$ cat config.mk
export PLATFORM = sky130hd
export DESIGN_NAME = m_ifetch
export DESIGN_NICKNAME = d
export VERILOG_FILES = /design/src/rtl/proc_pkg.sv /design/src/rtl/m_ifetch_fifo.sv /design/src/rtl/m_ifetch.sv
export SDC_FILE = /design/constraint.sdc
export NUM_CORES = 1
export LEC_CHECK = 0
export CORE_MARGIN = 4
export CORE_UTILIZATION = 42
export DETAILED_ROUTE_END_ITERATION = 6
export SETUP_SLACK_MARGIN = 0.15
export SLEW_MARGIN = 20
export SYNTH_ARGS = -nofsm -noshare
export SYNTH_HDL_FRONTEND = slang
export SYNTH_SLANG_ARGS = --single-unit
$ cat constraint.sdc
create_clock -name w_clk -period 3.55 [get_ports w_clk]
set_clock_uncertainty 0.15 [all_clocks]
set_input_delay 0.5325 -clock w_clk [delete_from_list [all_inputs] [get_ports w_clk]]
set_output_delay 0.5325 -clock w_clk [all_outputs]
set_load 0.01 [all_outputs]
$ cat src/rtl/proc_pkg.sv
// Shared processor definitions: fixed instruction encodings and the fetch-entry record.
package proc_pkg;
    localparam logic [31:0] NOP_IR  = 32'h00000013;
    localparam logic [31:0] HALT_IR = 32'h000f0033;

    typedef struct packed {
        logic [31:0] ir;
        logic [31:0] pc;
    } fetch_t;
endpackage

$ cat src/rtl/m_ifetch_fifo.sv
// DEPTH-entry synchronous FIFO of fetch entries with flush; DEPTH must be a power of two.
module m_ifetch_fifo
    import proc_pkg::*;
#(
    parameter int DEPTH = 4
) (
    input  logic                     clk,
    input  logic                     rst_n,
    input  logic                     flush,
    input  logic                     push,
    input  logic                     pop,
    input  fetch_t                   din,
    output fetch_t                   dout,
    output logic [$clog2(DEPTH):0]   count,
    output logic                     empty,
    output logic                     full
);
    localparam int AW = $clog2(DEPTH);

    fetch_t         store [DEPTH];
    logic [AW-1:0]  rd_ptr;
    logic [AW-1:0]  wr_ptr;
    logic           do_push;
    logic           do_pop;

    assign empty   = (count == '0);
    assign full    = (count == (AW+1)'(DEPTH));
    assign do_push = push & ~full;
    assign do_pop  = pop & ~empty;
    assign dout    = store[rd_ptr];

    always_ff @(posedge clk or negedge rst_n) begin
        if (!rst_n) begin
            rd_ptr <= '0;
            wr_ptr <= '0;
            count  <= '0;
        end else if (flush) begin
            rd_ptr <= '0;
            wr_ptr <= '0;
            count  <= '0;
        end else begin
            if (do_push) wr_ptr <= wr_ptr + 1'b1;
            if (do_pop)  rd_ptr <= rd_ptr + 1'b1;
            case ({do_push, do_pop})
                2'b10:   count <= count + 1'b1;
                2'b01:   count <= count - 1'b1;
                default: count <= count;
            endcase
        end
    end

    // Storage carries no reset; entries are only visible through count.
    always_ff @(posedge clk) begin
        if (do_push && !flush) store[wr_ptr] <= din;
    end
endmodule

$ cat src/rtl/m_ifetch.sv
// Instruction prefetch stage: sequential issue, return buffering, redirect flush and halt stop.
// Optional IFETCH_BYPASS_EN forwards a memory return straight to ID when the FIFO is empty.
module m_ifetch
    import proc_pkg::*;
#(
    parameter int          DEPTH    = 4,
    parameter int          ADDR_W   = 12,
    parameter logic [31:0] RESET_PC = 32'h0
) (
    input  logic              w_clk,
    input  logic              w_rst_n,
    input  logic              w_ce,
    output logic [ADDR_W-1:0] w_imem_addr,
    input  logic [31:0]       w_imem_rdata,
    input  logic              w_redirect,
    input  logic [31:0]       w_redirect_pc,
    input  logic              w_ir_rdy,
    output logic              w_ir_vld,
    output logic [31:0]       w_ir,
    output logic [31:0]       w_ir_pc,
    output logic              w_halted
);
    localparam int CW = $clog2(DEPTH) + 1;

    logic [31:0]  r_fpc;
    logic [31:0]  r_inflight_pc;
    logic         r_inflight;
    logic         r_halted;

    logic [CW-1:0] count;
    logic          empty;
    logic          full;
    fetch_t        head;
    fetch_t        ret_entry;
    fetch_t        out_entry;
    logic [CW:0]   occupancy;
    logic          redirect_act;
    logic          halt_ret;
    logic          ret;
    logic          issue;
    logic          push;
    logic          pop;

    assign redirect_act = w_ce & w_redirect;
    assign ret          = w_ce & r_inflight & ~w_redirect;
    assign halt_ret     = r_inflight & (w_imem_rdata == HALT_IR);
    assign occupancy    = {1'b0, count} + {{CW{1'b0}}, r_inflight};
    // A returning halt word blocks issue in its own cycle so nothing past it is fetched.
    assign issue        = w_ce & ~w_redirect & ~r_halted & ~halt_ret
                        & (occupancy < (CW+1)'(DEPTH));
    assign ret_entry    = '{ir: w_imem_rdata, pc: r_inflight_pc};

    // ID handshake: a transfer happens on a clock-enabled edge where w_ir_vld and w_ir_rdy are both high;
    // w_ir/w_ir_pc hold while w_ir_vld=1 and w_ir_rdy=0, and w_ir_vld is low in a redirect cycle.
`ifdef IFETCH_BYPASS_EN
    logic bypass;
    assign bypass    = empty & r_inflight & ~redirect_act;
    assign w_ir_vld  = (~empty | bypass) & ~redirect_act;
    assign out_entry = bypass ? ret_entry : head;
    assign push      = ret & ~(bypass & w_ir_rdy);
`else
    assign w_ir_vld  = ~empty & ~redirect_act;
    assign out_entry = head;
    assign push      = ret;
`endif

    assign pop         = w_ce & w_ir_vld & w_ir_rdy & ~empty;
    assign w_ir        = w_ir_vld ? out_entry.ir : NOP_IR;
    assign w_ir_pc     = w_ir_vld ? out_entry.pc : 32'h0;
    assign w_halted    = r_halted;
    assign w_imem_addr = r_fpc[ADDR_W+1:2];

    m_ifetch_fifo #(.DEPTH(DEPTH)) u_fifo (
        .clk   (w_clk),
        .rst_n (w_rst_n),
        .flush (redirect_act),
        .push  (push),
        .pop   (pop),
        .din   (ret_entry),
        .dout  (head),
        .count (count),
        .empty (empty),
        .full  (full)
    );

    always_ff @(posedge w_clk or negedge w_rst_n) begin
        if (!w_rst_n) begin
            r_fpc         <= RESET_PC;
            r_inflight    <= 1'b0;
            r_inflight_pc <= 32'h0;
            r_halted      <= 1'b0;
        end else if (w_ce) begin
            if (w_redirect) begin
                r_fpc      <= w_redirect_pc & ~32'h3;
                r_inflight <= 1'b0;
                r_halted   <= 1'b0;
            end else begin
                r_inflight <= issue;
                if (issue) begin
                    r_inflight_pc <= r_fpc;
                    r_fpc         <= r_fpc + 32'd4;
                end
                if (ret && halt_ret) r_halted <= 1'b1;
            end
        end
    end

    assert property (@(posedge w_clk) disable iff (!w_rst_n) !(full && r_inflight));
endmodule
==> results.txt <==
----------------------------------------------------
[Yosys]
  Synthesized flop and latch total ... about 320
  Async S/R FF share, synth ... around 22%
  Post-synth top area cell ... edfxtp_1
  Commonest register cell after synthesis ... edfxtp_1
  Area contributors post-synth ... edfxtp_1, dfrtp_1, mux4_2, mux2_4, nor2b_1
  Post-Syn Area ... around 0.013 mm²
  Total number of yosys warnings ... 0
  Distinct cell type count after synthesis ... between 60 and 70
  Leading cell types by count after synthesis ... edfxtp_1, dfrtp_1, mux4_2, nor2b_1, mux2_4
  Post-synthesis average cell area ... 17.15 µm²
  Synth top area share ... a little under three fifths
  Top-count cell post-synth ... edfxtp_1
  Number of enable-type register cells in the synthesized netlist ... between 200 and 250
  Share of the yosys chip area belonging to registers ... between 60% and 70%
  Gate Count Post-Synth ... roughly 780

[Route]
  1st-pass router iterations ... 5
  Via total after detailed routing ... roughly 7,400
  Number of DRC violations after detailed-routing iteration 0 ... roughly 370
  Post-detailed-route wirelength per cell ... roughly 21 µm
  Residual antenna-violating net count after detailed routing ... 0
  DRC violations left ... 0
  Routed vias/inst ... between 5 and 6
  Routed WL ... around 29,000 µm

[Final layout]
  N_diodes ... 0
  Number of nets in the layout ... 1,015
  Number of inserted filler cells in the final layout ... 2,586
  Area taken by multi-input logic gates ... between 0.003 and 0.004 mm²
  Reg area ... about 0.009 mm²
  Area Growth Syn to Fin ... 23.71%
  Layout cell share with drive strength beyond 1 ... a little over a fifth

[Clock tree]
  Clock root buffer ... clkbuf_16
  Clock transition at the register clock pins on the worst setup and hold paths after CTS ... 0.06 ns
  CTS Buf Count ... 35
  Maximum buffer depth of the clock tree ... 3
  H-tree depth ... 2
  Clock tree from TritonCTS ... done
  Number of clock sinks seen by CTS ... 317
  Worst-Skew Late Latency ... about 0.50 ns

[Floorplan]
  CORE AREA ... around 0.032 mm²
  Rows ... 65
  Top-level I/O count ... around 150
  Die extent in y ... 186.7 µm
  Initial Util ... between 40% and 50%
  Die Span X ... around 190 µm
  Die area ... ~0.035 mm²

[Min path]
  Startpoint of the most critical hold path ... r_inflight_pc[13]
  Hold WC Path Type ... reg -> reg

[Global routing]
  Global-route wire length before repair ... ~45,000 µm
  Via count of the first global-routing pass ... around 7,700
  GRT Residual Overflow ... 0
  Number of antenna violations at the first check in global routing ... 3
  Tot GR Track Use ... 16.32%
  Pin count of the biggest net entering global routing ... between 70 and 80

[Timing]
  Final Slew Violations ... 0
  Setup tns final ... 0 ns
  Number of failing setup endpoints in the final timing report ... 0
  Hold violation count in the final report ... 0
  Final critical-path required period ... around 3.3 ns
  Max-slew headroom at the worst pin ... between 40 and 50%
  Setup repair after global routing missed its margin ... yes
  Slew at the pin with the worst max-slew slack ... 0.8382 ns
  Maximum clock rate ... 300.4 MHz
  Post-route fraction of the period consumed by the critical path ... a little over nine tenths

[Pwr]
  Maximum resistive drop on vdd ... ~0.37 mV
  Total design power ... between 10 and 15 mW
  Power per cell area ... around 610 mW/mm²
  Reported leakage power ... 5.583 nW

[Run status]
  Run status ... finished, final reports clean

[Critical path]
  CP startpoint ... u_fifo.rd_ptr[0]
  Worst reg2reg startpoint ... r_fpc[2]
  Element type at the critical path end ... output port
  Kind of launch point of the worst setup path ... flip-flop
  Worst endpoint data arrival time ... between 2 and 3 ns
  Worst-path maximum fanout ... 37
  Req. time, crit path ... 2.87 ns
  Critical path type ... reg -> out

[Placement]
  Hpwl dp ... 18,190 µm
  Port-buffer cells ... around 140
  Final RePlAce weighted congestion ... 0.7875

[Run]
  Number of maximum-capacitance constraint violations ... 0

----------------------------------------------------
layout make-up:
cell class	instances	area share, %
inverter	11	0.2489
sequential	317	55.32
clock buffer	52	6.041
clock inverter	11	0.5958
timing repair buffer	179	11.22
multi-input combinational	396	23.54
tap	402	3.032
through the flow:
| step | setup WS (ns) | hold slack (ns) | cell area, µm² | instances | utilization, % |
|---|---|---|---|---|---|
| 4_1_cts | 0.1393 | 0.3762 | 16540 | 1365 | 52.43 |
| 5_1_grt | 0.07529 | 0.3960 | 16590 | 1368 | 52.58 |
| 2_1_floorplan | 0.3792 | 0.08691 | 13420 | 783 | - |
| 3_3_place_gp | 0.3322 | 0.3543 | 15420 | 1301 | 48.88 |
| 3_5_place_dp | 0.3157 | 0.3623 | 15420 | 1301 | 48.88 |
| 6_report | 0.2211 | 0.3714 | 16590 | 1368 | 52.58 |
registers in the layout, summed over array words and instances (netlist names):
signal / flops
r_fpc: 30
r_inflight: 1
r_inflight_pc: 30
u_fifo.count: 3
u_fifo.rd_ptr: 2
u_fifo.store: 248
u_fifo.wr_ptr: 2
w_halted: 1
worst max-delay path, stage by stage, from the launching register on:
cell	delay [ns]
dfrtp_4	0.57
buf_16	0.31
mux4_2	0.61
nor2b_1	0.16
clkdlybuf4s50_1	0.48
logic make-up after synthesis:
| family | synth area share (%) |
|---|---|
| AO/OA/AOI/OAI | 5.169 |
| adder cells (fa/ha/maj) | 0.6157 |
| AND/OR/NAND/NOR | 8.294 |
| XOR/XNOR | 0.1959 |
| buffers and inverters | 2.733 |
| other | 0.02796 |
| multiplexers | 14.56 |
| flip-flops | 68.40 |
path summary, 6_finish.rpt:
kind / end / slack (ns) / cells past startpoint
setup / recovery: w_ir_pc[18] / 0.22 / 4
hold / removal: u_fifo.store[1][13] / 0.37 / 0
setup reg to reg: r_fpc[28] / 1.28 / 7
hold reg to reg: u_fifo.store[1][13] / 0.37 / 0
max in group asynchronous: u_fifo.rd_ptr[0] / 2.07 / 3
min in group asynchronous: r_fpc[2] / 0.47 / 2
repair_timing:
| item | in CTS | in global routing |
|---|---|---|
| resized for setup | 1 | 0 |
| buffers inserted | 0 | 3 |
| hold endpoints to repair | 27 | 0 |
| hold buffers | 1 | 0 |
| setup endpoints to repair | 12 | 61 |
| pin swaps | 1 | 0 |
layout by cell type (no fill, tap or decap), drive strengths merged, types with 5 or more instances in the layout:
master	count
nor4	10
nand2	17
nor2	23
nand2b	7
a32oi	6
a21oi	16
a31oi	10
mux2	35
nor2b	62
inv	11
edfxtp	248
and2	8
mux4	62
dfrtp	69
nand3	16
clkbuf	52
clkdlybuf4s50	140
buf	38
clkinv	9
o31ai	20
a41oi	5
nor3	15
ha	5
o21ai	19
mux2i	5
and3	7
where the power goes:
| part | switching [mW] | internal, mW |
|---|---|---|
| Combinational | 0.774 | 1.11 |
| Clock | 1.34 | 2.09 |
| Sequential | 0.367 | 4.42 |
| Total | 2.48 | 7.62 |
layer usage:
layer / up-vias / wire (µm) / share of wire (%) / GRT usage [%]
li1: 3396 / - / - / -
met1: 3787 / 13460 / 47 / 24.36
met2: 229 / 13150 / 46 / 24.88
met3: 35 / 1482 / 5.2 / 3.498
met4: 2 / 409 / 1.4 / 3.754
met5: - / 13 / 0.046 / 0
Power figures use the tool's default switching activity.
